## config.mk

```make
export PLATFORM = sky130hd
export DESIGN_NAME = psum_requant
export DESIGN_NICKNAME = d
export VERILOG_FILES = /design/src/rtl/aix_quant_pkg.sv /design/src/rtl/requant_rs.sv /design/src/rtl/psum_requant.sv
export SDC_FILE = /design/constraint.sdc
export NUM_CORES = 1
export LEC_CHECK = 0
export CORE_UTILIZATION = 40
export DETAILED_ROUTE_END_ITERATION = 10
export GPL_TIMING_DRIVEN = 0
export MAX_ROUTING_LAYER = met4
export PLACE_DENSITY_LB_ADDON = 0.08
export SKIP_LAST_GASP = 1
export SLEW_MARGIN = 20
export SYNTH_ARGS = -nofsm -noshare
export SYNTH_HDL_FRONTEND = slang
export SYNTH_SLANG_ARGS = --single-unit
```

## constraint.sdc

```tcl
create_clock -name clk -period 6.3 [get_ports clk]
set_input_delay 1.575 -clock clk [delete_from_list [all_inputs] [get_ports clk]]
set_output_delay 1.575 -clock clk [all_outputs]
set_load 0.05 [all_outputs]
```

## src/rtl/aix_quant_pkg.sv

```systemverilog
// Shared widths, FSM encoding and saturation bounds for the psum requantiser.
// Latency: n/a (package only).
// Backpressure: n/a (package only).
package aix_quant_pkg;

  // Default widths. The top-level parameters take these values.
  localparam int WA_DEF = 26;  // MAC partial-sum width
  localparam int WS_DEF = 32;  // internal accumulator width
  localparam int WB_DEF = 16;  // bias width
  localparam int WT_DEF = 8;   // tile-count width
  localparam int WQ_DEF = 8;   // output activation width

  typedef enum logic {
    ST_IDLE  = 1'b0,
    ST_ACCUM = 1'b1
  } state_t;

  localparam logic signed [WQ_DEF-1:0] SAT_MAX = {1'b0, {(WQ_DEF-1){1'b1}}};
  localparam logic signed [WQ_DEF-1:0] SAT_MIN = {1'b1, {(WQ_DEF-1){1'b0}}};

  // Sign-extend the low w bits of v to the full accumulator width.
  function automatic logic [WS_DEF-1:0] sext(input logic [WS_DEF-1:0] v,
                                             input int unsigned w);
    logic [WS_DEF-1:0] hi_mask;
    logic [WS_DEF-1:0] tmp;
    hi_mask = {WS_DEF{1'b1}} << w;
    tmp     = v >> (w - 1);
    return tmp[0] ? (v | hi_mask) : (v & ~hi_mask);
  endfunction

endpackage

```

## src/rtl/requant_rs.sv

```systemverilog
// Round, arithmetic-shift, then saturate (and optionally ReLU) a finished partial sum.
// Latency: 2 cycles from in_vld to vld_o.
// Backpressure: none; every in_vld produces a vld_o two cycles later.
//
// Ports:
//   clk, rstn        clock, async active-low reset
//   in_vld/in_dat    finished accumulator value and its strobe
//   in_ovf           accumulator overflowed during this group (forces sat_o)
//   in_shift/in_relu config captured with the group
//   vld_o/q_o/sat_o  quantized result, saturation flag
module requant_rs
  import aix_quant_pkg::*;
#(
  parameter int WS = WS_DEF,
  parameter int WQ = WQ_DEF
) (
  input  logic                 clk,
  input  logic                 rstn,
  input  logic                 in_vld,
  input  logic signed [WS-1:0] in_dat,
  input  logic                 in_ovf,
  input  logic [4:0]           in_shift,
  input  logic                 in_relu,
  output logic                 vld_o,
  output logic [WQ-1:0]        q_o,
  output logic                 sat_o
);

  localparam logic signed [WS:0] HI = (WS+1)'(SAT_MAX);
  localparam logic signed [WS:0] LO = (WS+1)'(SAT_MIN);

  // One extra bit so adding the rounding constant to a near-max value cannot wrap.
  logic signed [WS:0] ext;
  logic signed [WS:0] rnd;
  logic signed [WS:0] rsum;
  logic signed [WS:0] shifted;

  always_comb begin
    ext     = {in_dat[WS-1], in_dat};
    rnd     = (in_shift != 5'd0) ? ((WS+1)'(1) << (in_shift - 5'd1)) : '0;
    rsum    = ext + rnd;
    shifted = rsum >>> in_shift;
  end

  logic               s1_vld;
  logic signed [WS:0] s1_val;
  logic               s1_ovf;
  logic               s1_relu;

  always_ff @(posedge clk or negedge rstn) begin
    if (!rstn) begin
      s1_vld  <= 1'b0;
      s1_val  <= '0;
      s1_ovf  <= 1'b0;
      s1_relu <= 1'b0;
    end else begin
      s1_vld <= in_vld;
      if (in_vld) begin
        s1_val  <= shifted;
        s1_ovf  <= in_ovf;
        s1_relu <= in_relu;
      end
    end
  end

  logic [WQ-1:0] q_nxt;
  logic          sat_nxt;

  // ReLU clamp wins over negative saturation and does not itself flag sat_o.
  always_comb begin
    q_nxt   = s1_val[WQ-1:0];
    sat_nxt = s1_ovf;
    if (s1_relu && s1_val[WS]) begin
      q_nxt = '0;
    end else if (s1_val > HI) begin
      q_nxt   = SAT_MAX;
      sat_nxt = 1'b1;
    end else if (s1_val < LO) begin
      q_nxt   = SAT_MIN;
      sat_nxt = 1'b1;
    end
  end

  always_ff @(posedge clk or negedge rstn) begin
    if (!rstn) begin
      vld_o <= 1'b0;
      q_o   <= '0;
      sat_o <= 1'b0;
    end else begin
      vld_o <= s1_vld;
      if (s1_vld) begin
        q_o   <= q_nxt;
        sat_o <= sat_nxt;
      end
    end
  end

endmodule

```

## src/rtl/psum_requant.sv

```systemverilog
// Accumulates MAC partial sums over cfg_tiles tiles plus bias, then rounds/shifts/saturates to WQ bits.
// Latency: vld_o rises 3 cycles after the final vld_i of a group.
// Backpressure: none; every vld_i is consumed, groups may run back to back.
//
// Optional feature macro: PSUM_RELU_EN (registers cfg_relu, clamps negative results to 0).
// Ports:
//   clk, rstn                                  clock, async active-low reset
//   cfg_we, cfg_tiles, cfg_shift, cfg_bias, cfg_relu   config write (IDLE only)
//   vld_i, acc_i, clr_i                        partial-sum input, group abort
//   busy_o, cfg_err_o                          group in progress, rejected config pulse
//   vld_o, q_o, sat_o                          quantized result
module psum_requant
  import aix_quant_pkg::*;
#(
  parameter int WA = WA_DEF,
  parameter int WS = WS_DEF,
  parameter int WB = WB_DEF,
  parameter int WT = WT_DEF,
  parameter int WQ = WQ_DEF
) (
  input  logic          clk,
  input  logic          rstn,
  input  logic          cfg_we,
  input  logic [WT-1:0] cfg_tiles,
  input  logic [4:0]    cfg_shift,
  input  logic [WB-1:0] cfg_bias,
  input  logic          cfg_relu,
  input  logic          vld_i,
  input  logic [WA-1:0] acc_i,
  input  logic          clr_i,
  output logic          busy_o,
  output logic          cfg_err_o,
  output logic          vld_o,
  output logic [WQ-1:0] q_o,
  output logic          sat_o
);

  // Saturating signed add; MSB of the result is the overflow flag.
  function automatic logic [WS:0] sat_add(input logic signed [WS-1:0] a,
                                          input logic signed [WS-1:0] b);
    logic signed [WS-1:0] s;
    logic                 o;
    s = a + b;
    o = (a[WS-1] == b[WS-1]) && (s[WS-1] != a[WS-1]);
    if (o) s = a[WS-1] ? {1'b1, {(WS-1){1'b0}}} : {1'b0, {(WS-1){1'b1}}};
    return {o, s};
  endfunction

  logic [WT-1:0]        tiles_r;
  logic [4:0]           shift_r;
  logic [WB-1:0]        bias_r;
  logic                 relu_r;

  state_t               state;
  logic [WT-1:0]        cnt;
  logic signed [WS-1:0] psum;
  logic                 ovf_r;

  logic                 fin_vld;
  logic signed [WS-1:0] fin_dat;
  logic                 fin_ovf;
  logic [4:0]           fin_shift;
  logic                 fin_relu;

  logic [WT-1:0]        tiles_eff;
  logic signed [WS-1:0] acc_x;
  logic signed [WS-1:0] bias_x;
  logic signed [WS-1:0] add_a;
  logic signed [WS-1:0] add_b;
  logic signed [WS-1:0] add_sum;
  logic                 add_ovf;
  logic                 last;
  logic                 ovf_any;

  // One shared adder: the first tile of a group adds bias, later tiles add to psum.
  always_comb begin
    tiles_eff = (tiles_r == '0) ? WT'(1) : tiles_r;
    acc_x     = sext(WS'(acc_i), WA);
    bias_x    = sext(WS'(bias_r), WB);
    add_a     = (state == ST_IDLE) ? acc_x : psum;
    add_b     = (state == ST_IDLE) ? bias_x : acc_x;
    {add_ovf, add_sum} = sat_add(add_a, add_b);
    last      = (state == ST_IDLE) ? (tiles_eff == WT'(1))
                                   : (cnt == tiles_eff - WT'(1));
    ovf_any   = add_ovf | ((state == ST_ACCUM) & ovf_r);
  end

  assign busy_o = (state == ST_ACCUM);

`ifdef PSUM_RELU_EN
  always_ff @(posedge clk or negedge rstn) begin
    if (!rstn)                               relu_r <= 1'b0;
    else if (cfg_we && (state == ST_IDLE))   relu_r <= cfg_relu;
  end
`else
  logic unused_relu;
  assign unused_relu = cfg_relu;
  assign relu_r      = 1'b0;
`endif

  always_ff @(posedge clk or negedge rstn) begin
    if (!rstn) begin
      tiles_r   <= '0;
      shift_r   <= '0;
      bias_r    <= '0;
      cfg_err_o <= 1'b0;
      state     <= ST_IDLE;
      cnt       <= '0;
      psum      <= '0;
      ovf_r     <= 1'b0;
      fin_vld   <= 1'b0;
      fin_dat   <= '0;
      fin_ovf   <= 1'b0;
      fin_shift <= '0;
      fin_relu  <= 1'b0;
    end else begin
      cfg_err_o <= cfg_we && (state == ST_ACCUM);
      // Config lands at the edge, so a vld_i in the same cycle still sees the old values.
      if (cfg_we && (state == ST_IDLE)) begin
        tiles_r <= cfg_tiles;
        shift_r <= cfg_shift;
        bias_r  <= cfg_bias;
      end

      fin_vld <= 1'b0;
      if (clr_i) begin
        state <= ST_IDLE;
        cnt   <= '0;
        psum  <= '0;
        ovf_r <= 1'b0;
      end else if (vld_i) begin
        if (last) begin
          // Shift/ReLU travel with the data so a config write right after finalize is safe.
          fin_vld   <= 1'b1;
          fin_dat   <= add_sum;
          fin_ovf   <= ovf_any;
          fin_shift <= shift_r;
          fin_relu  <= relu_r;
          state     <= ST_IDLE;
          cnt       <= '0;
          psum      <= '0;
          ovf_r     <= 1'b0;
        end else begin
          psum  <= add_sum;
          ovf_r <= ovf_any;
          cnt   <= cnt + WT'(1);
          state <= ST_ACCUM;
        end
      end
    end
  end

  requant_rs #(.WS(WS), .WQ(WQ)) u_rs (
    .clk      (clk),
    .rstn     (rstn),
    .in_vld   (fin_vld),
    .in_dat   (fin_dat),
    .in_ovf   (fin_ovf),
    .in_shift (fin_shift),
    .in_relu  (fin_relu),
    .vld_o    (vld_o),
    .q_o      (q_o),
    .sat_o    (sat_o)
  );

endmodule

```

# == After elaboration in Yosys (flattened, before gate mapping) ==
# Cells that the tools add are included.
# op_classes
n_addsub,5
eq_ne,4
n_mux,28
reduce_logical,7
shift,2
order_cmp,2
bitwise,4
# ops
op,n
$mux W32,9
$mux W8,6
$add A32 B33 Y33,1
$gt A33 B8 Y1 const B,1
$lt A33 B8 Y1 const B,1
$mux W33,1
$shl A1 B5 Y33 const A,1
$sshr A33 B5 Y33,1
$add A32 B32 Y32,1
$mux W1,12
$add A8 B1 Y8 const B,1
$eq A8 B1 Y1 const B,1
$eq A8 B8 Y1,1
$logic_not A8 Y1,1
$sub A8 B1 Y8 const B,1
$reduce_bool A5 Y1,1
$sub A5 B1 Y5 const B,1
$logic_and A1 B1 Y1,3
$reduce_and A3 Y1,1
$not A1 Y1,2
$reduce_bool A2 Y1,1
$and A1 B1 Y1,1
$eq A1 B1 Y1,1
$ne A1 B1 Y1,1
$or A1 B1 Y1,1
# word_totals
elab_cells,70
register_bits,156
in_bits,61
out_inout_bits,12

# == Longest topological paths before layout ==
# Gate-level depths: netlist (run 1).
# logic_depth
ltp_word,9
ltp_mapped,19
depth_no_buf,15

# == Hierarchy ==
# Synthesis (run 1) repeated with hierarchy kept, for this count alone.
# unflattened
hier_cells,1569
area_unflattened_um2,13444.1
# modules_own_cells
module,n_inst,seq_area_each_um2,area_each_um2,cells_per_inst
psum_requant,1,2777.7,7141.8,743
requant_rs,1,1151.1,6302.3,826

# == Worst setup path after synthesis (run 1) ==
# Ideal clock, no wire load.
# synth_path
kind,in2reg
startpoint,input acc_i[1]
endpoint,register fin_dat[27]
slack_ns,1.768
setup_ns,0.127
cell_stages,13
arrival_ns,4.405
t_required_ns,6.173
path_buffers,1
path_cell_list,mux2_2 -> ha_1 -> a21oi_1 -> o21ai_0 -> a41oi_1 -> o22ai_1 -> o32ai_2 -> o21ai_0 -> a21oi_2 -> mux2_4 -> buf_6 -> nor2_1 -> o21ai_1
# synth_via
elab_chain_cells,6
elab_cells_between_ends,7
cone_classes,1 x add/sub; 1 x eq/ne; 4 x mux; 1 x reduce/logical
# synth_lines
element,line_no,text
start: declaration,psum_requant.sv:29,"input logic [WA-1:0] acc_i,"
$mux W32 *,aix_quant_pkg.sv:28,return tmp[0] ? (v | hi_mask) : (v & ~hi_mask);
"$mux W32, on equally long branches","psum_requant.sv:80, psum_requant.sv:81",
$add A32 B32 Y32 *,psum_requant.sv:43,s = a + b;
$ne A1 B1 Y1,psum_requant.sv:44,o = (a[WS-1] == b[WS-1]) && (s[WS-1] != a[WS-1]);
$logic_and A1 B1 Y1,psum_requant.sv:44,
$mux W32 *,psum_requant.sv:45,"if (o) s = a[WS-1] ? {1'b1, {(WS-1){1'b0}}} : {1'b0, {(WS-1){1'b1}}};"
end signal: assignment,psum_requant.sv:135,fin_dat <= add_sum;
end: declaration,psum_requant.sv:60,logic signed [WS-1:0] fin_dat;
# Mark *: on every way between the ends. The rest lies on a longest branch, timed or not.
# A chain may end at the register's enable or synchronous reset.

# == Worst setup path in the final report (run 1) ==
# layout_path
startpoint,register fin_shift[1]
endpoint,register u_rs.s1_val[3]
# layout_via
elab_chain_cells,5
elab_cells_between_ends,6
cone_classes,2 x add/sub; 2 x shift; 1 x mux; 1 x reduce/logical
# layout_lines
element,line_no,text
start: declaration,psum_requant.sv:62,logic [4:0] fin_shift;
start signal: assignment,psum_requant.sv:137,fin_shift <= shift_r;
$sub A5 B1 Y5,requant_rs.sv:40,rnd = (in_shift != 5'd0) ? ((WS+1)'(1) << (in_shift - 5'd1)) : '0;
$shl A1 B5 Y33,requant_rs.sv:40,
$mux W33,requant_rs.sv:40,
$add A32 B33 Y33,requant_rs.sv:41,rsum = ext + rnd;
$sshr A33 B5 Y33 *,requant_rs.sv:42,shifted = rsum >>> in_shift;
end signal: assignment,requant_rs.sv:59,s1_val <= shifted;
end: declaration,requant_rs.sv:46,logic signed [WS:0] s1_val;
# Marked as above.

==> reports/metrics.csv, run 1 <==
stage;metric;value;unit
timing;skew;0.007463;ns
worst_setup_path;cp_slowest_cell;nor4b_2;
clock_tree;cts_buffer_depth;2;
clock_tree;root_buffer;clkbuf_16;
die;rows;66;
synth;synth_nets;1718;
global_route;overflow;0;
global_route;grt_pass1_vias;12240;
synth;async_flop_share;100.0;%
synth;yosys.cell_types.count;103;
timing;setup_ws;0.2143;ns
detailed_routing;wl_per_cell;21.55;um
min_path;min_from;fin_vld;
synth;synth-seq-cells;156;
synth;seq_area_frac_synth;29.53;%
timing;fin_crit_sh;96.60;%
cells_and_area;drive_gt1_share;11.82;%
synth;syn_area_per_cell;8.321;um^2
detailed_routing;drtPass1Iterations;5;
detailed_routing;dr_total_vias;12660;
detailed_routing;finalWirelength;45990;um
timing;max_freq;0.1643;GHz
synth;synth-edff-count;0;
detailed_routing;drt_iter0_drc;1118;
worst_setup_path;r2r_setup_slack;0.21;ns
pwr;ir_worst_vdd;0.0002032;V
die;die_height;183.8;um
clock_tree;hold_buffers;0;
cells_and_area;final_cell_mix;nand2_1, nor2_1, dfrtp_1, o21ai_0, a21oi_1;
placed_design;dp_slack;-0.2615;ns
worst_setup_path;slowest_delay;0.69;ns
detailed_routing;postRouteAntennaNets;0;
worst_setup_path;r2r_cells;16;
cells_and_area;layout.cells.non_filler;2134;
timing;worst_pin_slew;1.019;ns
synth;synthCells;1589;
worst_setup_path;r2r-end;u_rs.s1_val[3];
timing;rsz0062_at_grt;no;
global_route;grt_pass1_wl;71770;um
cells_and_area;final_common_cell;nand2_1;
min_path;min_to;u_rs.s1_vld;
detailed_routing;drt-vias-per-instance;5.932;
worst_setup_path;cp_data_arrival_time;6.39;ns
pwr;p_per_area;287.2;nW/um^2
worst_setup_path;cp_cell_sequence;clkbuf_1, inv_1, buf_1, nand2_1, nor3_1, ha_1, fa_1, a211oi_1, o21ai_2, o2111ai_1, a31oi_2, o31ai_4, xor2_4, a211oi_1, nor4b_2, o221ai_1;
worst_setup_path;path_class;reg2reg;
die;core;32540;um^2
die;ioPinCount;73;
detailed_routing;drc;0;
clock_tree;htree_num_levels;4;
clock_tree;path_clk_slew;0.07;ns
die;start_util;40.64;%
worst_setup_path;endpoint_kind;flip-flop;
min_path;hold_path_depth;0;
placed_design;post-place-cells;2104;
clock_tree;numCtsBuffers;17;
pwr;p_leak;6.294;nW
synth;synth_warnings;0;
synth;ys.flop_type;dfrtp_1;
die;die_area;33780;um^2
clock_tree;cts_sinks;156;
placed_design;dp_hpwl;35790;um
global_route;grt_util_all_layers;28.79;%
cells_and_area;n_antenna_cell;0;
timing;max_slew_margin;31.81;%
global_route;grt_max_degree;93;
clock_tree;insertion_delay;0.45;ns
worst_setup_path;path_max_fanout;10;
die;chipWidth;183.8;um
cells_and_area;fin_nets;1809;
global_route;antenna_found_initial;0;
run;maxCapViolations;0;
timing;final-hold-violation-count;0;
placed_design;gp_congestion;0.9903;
clock_tree;cts_tree;built;
min_path;min_path_type;reg2reg;
placed_design;numPortBuffers;71;
synth;syn_area;13220;um^2
timing;slew_viol_final;0;
outcome;status;completed;
worst_setup_path;timing.rr.start;fin_shift[1];
timing;fin_setup_tns;0;ns
timing;final-setup-viol-count;0;
worst_setup_path;cp.required;6.60;ns
worst_setup_path;crit_top_cell;a211oi_1;
timing;fin_crit;6.086;ns
cells_and_area;area_growth;14.71;%
pwr;total_power;4.356;mW
worst_setup_path;start_kind;flip-flop;
Yosys cell counts (31+ instances only):
library cell  number  area, um^2
dfrtp_1          156        3904
ha_1              66       825.8
o21ai_0          141       705.7
nand2_1          217       814.5
a21oi_1           92       460.4
clkbuf_1          61       229.0
nor2_1           169       634.4
mux2_2            79       889.6
xnor2_1           43       376.6
inv_1             31       116.4
nand3_1           37       185.2
nor3_1            38       190.2
what timing repair did:
item / CTS / global route
endpoints found under the setup margin: 12 / 26
cloned: 0 / 0
resized for setup: 4 / 6
buffers inserted: 0 / 0
where the power goes:
group	switching, mW	total [mW]	leakage [nW]	internal, mW
sequential	0.117	1.27	1.96	1.15
combinational	1.29	2.01	4.04	0.714
clock	0.477	1.08	0.288	0.602
total	1.89	4.36	6.29	2.47
cell families (layout without fill, tap and decap cells):
logic type               after synthesis  after routing  synth area share, %
multiplexers                         110            110                9.832
flip-flops                           156            156                29.53
AND/OR/NAND/NOR                      561            561                19.21
adder cells (fa/ha/maj)               69             69                6.624
XOR/XNOR                              74             74                5.356
other                                  1              1              0.02836
buffers and inverters                127            230                3.984
AO/OA/AOI/OAI                        491            491                25.44
layer usage:
layer	track usage, %	routed length, um
met1	38.99	21900
met2	44.11	20610
met3	4.655	2584
met4	8.467	903
met5	-	0
worst max-delay path: cells and delay by family, from the launching register on:
kind	cells	cell delay, ns
flops	1	0.33
simple gates	3	1.38
compound gates	7	1.88
buf+inv	3	1.16
xor+xnor	1	0.47
fa+ha+maj	2	0.70
final cells by class:
type,count,area (um^2)
inverter,33,123.9
buffer,93,404.1
clock buffer,18,439.2
tap,442,553.0
multi-input combinational,1306,8833
clock inverter,13,160.2
fill,3329,17370
timing repair buffer,73,748.2
sequential,156,3904
worst max path at each step:
stage                      endpoint    startpoint
detailed placement  u_rs.s1_val[13]  fin_shift[2]
global placement           psum[18]          rstn
floorplan               fin_dat[27]      acc_i[1]
CTS                  u_rs.s1_val[3]  fin_shift[2]
global route        u_rs.s1_val[13]  fin_shift[1]
finish               u_rs.s1_val[3]  fin_shift[1]
flip-flops by register name, indices dropped and copies added, names as in the netlist:
| name | count |
|---|---|
| fin_vld | 1 |
| fin_shift | 5 |
| ovf_r | 1 |
| u_rs.s1_ovf | 1 |
| u_rs.s1_vld | 1 |
| psum | 32 |
| cfg_err_o | 1 |
| tiles_r | 8 |
| u_rs.s1_val | 33 |
| shift_r | 5 |
| u_rs.vld_o | 1 |
| fin_ovf | 1 |
| cnt | 8 |
| u_rs.q_o | 8 |
| busy_o | 1 |
| u_rs.sat_o | 1 |
| bias_r | 16 |
| fin_dat | 32 |
through the flow:
step	area, um^2	hold slack [ns]	utilization (%)
floorplan	13220	0.3519	-
detailed placement	14530	0.3622	44.66
CTS	15150	0.3834	46.56
global route	15170	0.3889	46.61
finish	15170	0.3817	46.61
global placement	14490	0.3611	44.52
Power figures use the tool's default switching activity.
==> run 2: changes to the inputs <==
- SLEW_MARGIN: 20 -> 40
==> run 2 against run 1 <==
Clock skew increased by 0.0070 ns. Sequential power about the same. Critical path depth up 1. Flip-flop and latch count is the same. Largest cell class unchanged. Routed wire length is 1.1% higher. Highest routed layer unchanged. First-iteration DRC count up 0.89%. Global-route usage up 0.26 points.
==> reports/metrics.csv, run 2 (same netlist as run 1, synthesis figures left out) <==
stage;metric;value;unit;change
outcome;status;completed;;unchanged
cells_and_area;max_flop_register;u_rs.s1_val;;unchanged
placed_design;dp_hpwl;35960;um;was 35,790 um
cells_and_area;final_common_cell;nand2_1;;unchanged
timing;max_freq;0.1613;GHz;was 0.1643 GHz
global_route;grt_util_all_layers;29.05;%;was 28.79%
global_route;antenna_found_initial;0;;unchanged
timing;final-setup-viol-count;0;;unchanged
placed_design;dp_slack;-0.2225;ns;was -0.2615 ns
timing;fin_hold_ws;0.3818;ns;was 0.3817 ns
placed_design;numPortBuffers;71;;unchanged
worst_setup_path;cp_data_arrival_time;6.50;ns;was 6.39 ns
detailed_routing;wl_met1;21790;um;was 21,900 um
cells_and_area;largest_reg_flops;33;;unchanged
clock_tree;insertion_delay;0.46;ns;was 0.45 ns
pwr;p_per_area;284.4;nW/um^2;was 287.2 nW/um^2
cells_and_area;n_antenna_cell;0;;unchanged
cells_and_area;fin_nets;1811;;was 1,809
detailed_routing;drc;0;;unchanged
placed_design;post-place-cells;2105;;was 2,104
clock_tree;postCtsSetupBuffers;0;;unchanged
global_route;grt_pass1_vias;12300;;was 12,240
clock_tree;cts_resized;4;;unchanged
detailed_routing;dr_total_vias;12720;;was 12,660
timing;fin_crit_sh;98.39;%;was 96.60%
worst_setup_path;start_kind;flip-flop;;unchanged
detailed_routing;top_layer;met4;;unchanged
pwr;p_leak;6.290;nW;was 6.294 nW
timing;worst_pin_slew;0.8645;ns;was 1.019 ns
detailed_routing;drt-vias-per-instance;5.953;;was 5.932
timing;fin_crit;6.199;ns;was 6.086 ns
die;die_height;183.8;um;unchanged
cells_and_area;drive_gt1_share;11.92;%;was 11.82%
clock_tree;cts_tree;built;;unchanged
worst_setup_path;endpoint_kind;flip-flop;;unchanged
die;start_util;40.64;%;unchanged
global_route;grt_pass1_wl;72390;um;was 71,770 um
timing;fin_setup_tns;0;ns;unchanged
clock_tree;root_buffer;clkbuf_16;;unchanged
min_path;min_path_type;reg2reg;;unchanged
timing;skew;0.01443;ns;was 0.007463 ns
global_route;overflow;0;;unchanged
cells_and_area;fillers;3300;;was 3,329
detailed_routing;wl_per_cell;21.76;um;was 21.55 um
cells_and_area;reg_top3;u_rs.s1_val (33), fin_dat (32), psum (32);;unchanged
cells_and_area;area_growth;14.78;%;was 14.71%
clock_tree;path_clk_slew;0.07;ns;about the same
pwr;ir_worst_vdd;0.0002125;V;was 0.0002032 V
detailed_routing;postRouteAntennaNets;0;;unchanged
cells_and_area;final_cell_mix;nand2_1, nor2_1, dfrtp_1, o21ai_0, a21oi_1;;unchanged
placed_design;place_area;14570;um^2;was 14,530 um^2
detailed_routing;drt_iter0_drc;1128;;was 1,118
worst_setup_path;path_class;reg2reg;;unchanged
detailed_routing;met2WireLength;21030;um;was 20,610 um
cells_and_area;layout.cells.non_filler;2137;;was 2,134
clock_tree;cts_buffer_depth;2;;unchanged
clock_tree;htree_num_levels;4;;unchanged
cells_and_area;final_core_util;46.64;%;was 46.61%
die;die_area;33780;um^2;unchanged
die;core;32540;um^2;unchanged
clock_tree;cts_sinks;156;;unchanged
pwr;total_power;4.315;mW;was 4.356 mW
timing;setup_ws;0.1012;ns;was 0.2143 ns
cells_and_area;finish.instance_area;15180;um^2;was 15,170 um^2
clock_tree;numCtsBuffers;17;;unchanged
timing;rsz0062_at_grt;yes;;was no
worst_setup_path;cp.required;6.60;ns;about the same
global_route;grt_max_degree;73;;was 93
clock_tree;hold_buffers;0;;unchanged
placed_design;gp_congestion;0.9903;;unchanged
run;maxCapViolations;0;;unchanged
die;rows;66;;unchanged
detailed_routing;finalWirelength;46510;um;was 45,990 um
timing;final-hold-violation-count;0;;unchanged
die;chipWidth;183.8;um;unchanged
detailed_routing;drtPass1Iterations;5;;unchanged
timing;max_slew_margin;42.37;%;was 31.81%
detailed_routing;met3_wirelength;2538;um;was 2584 um
die;ioPinCount;73;;unchanged
worst_setup_path;path_max_fanout;10;;unchanged
timing;slew_viol_final;0;;unchanged
-- run 2: cell count changes in the layout (fill, tap and decap cells not counted), sizes merged --
cell,before,now
buf,35,38
bufinv,2,0
clkbuf,79,80
clkinvlp,2,3
-- run 2: path summary, 6_finish.rpt --
path | from | to | slack, ns | cells after the start
setup / recovery | fin_shift[2] | u_rs.s1_val[3] | 0.10 | 17
setup reg to reg | fin_shift[2] | u_rs.s1_val[3] | 0.10 | 17
min in group asynchronous | rstn | u_rs.s1_val[25] | 0.95 | 1
max in group asynchronous | rstn | psum[10] | 4.33 | 3
hold / removal | fin_vld | u_rs.s1_vld | 0.38 | 0
hold reg to reg | fin_vld | u_rs.s1_vld | 0.38 | 0
-- run 2: report_power, final --
group          internal, mW  switching, mW  total (mW)
Clock                 0.535          0.491        1.03
Combinational         0.716           1.30        2.02
Sequential             1.15          0.119        1.27
-- run 2: final cells by class --
cell class,count,area (um^2),area share [%]
multi-input cells,1306,8847,58.30
repair buffers,74,775.7,5.112
clock inverters,12,107.6,0.7090
well taps,442,553.0,3.644
plain buffers,94,407.9,2.688
flip-flops and latches,156,3904,25.72
clock buffers,20,456.7,3.009
inverters,33,123.9,0.8162
-- run 2: critical path: stages, from the launching register on --
cell,delay (ns)
dfrtp_1,0.51
buf_1,0.51
buf_2,0.39
buf_1,0.44
clkbuf_2,0.37
nand3_1,0.26
nor2_1,0.19
ha_1,0.25
buf_4,0.18
a21oi_2,0.25
o21ai_1,0.19
a22oi_1,0.32
a31oi_2,0.23
o31ai_4,0.43
xor2_4,0.48
a211oi_1,0.17
nor4b_2,0.67
o221ai_1,0.20
-- run 2: layer usage --
metal / track usage, % / up-vias
li1: - / 6028
met1: 39.02 / 6213
met2: 44.73 / 409
met3: 4.259 / 72
met4: 9.633 / 0
met5: - / -
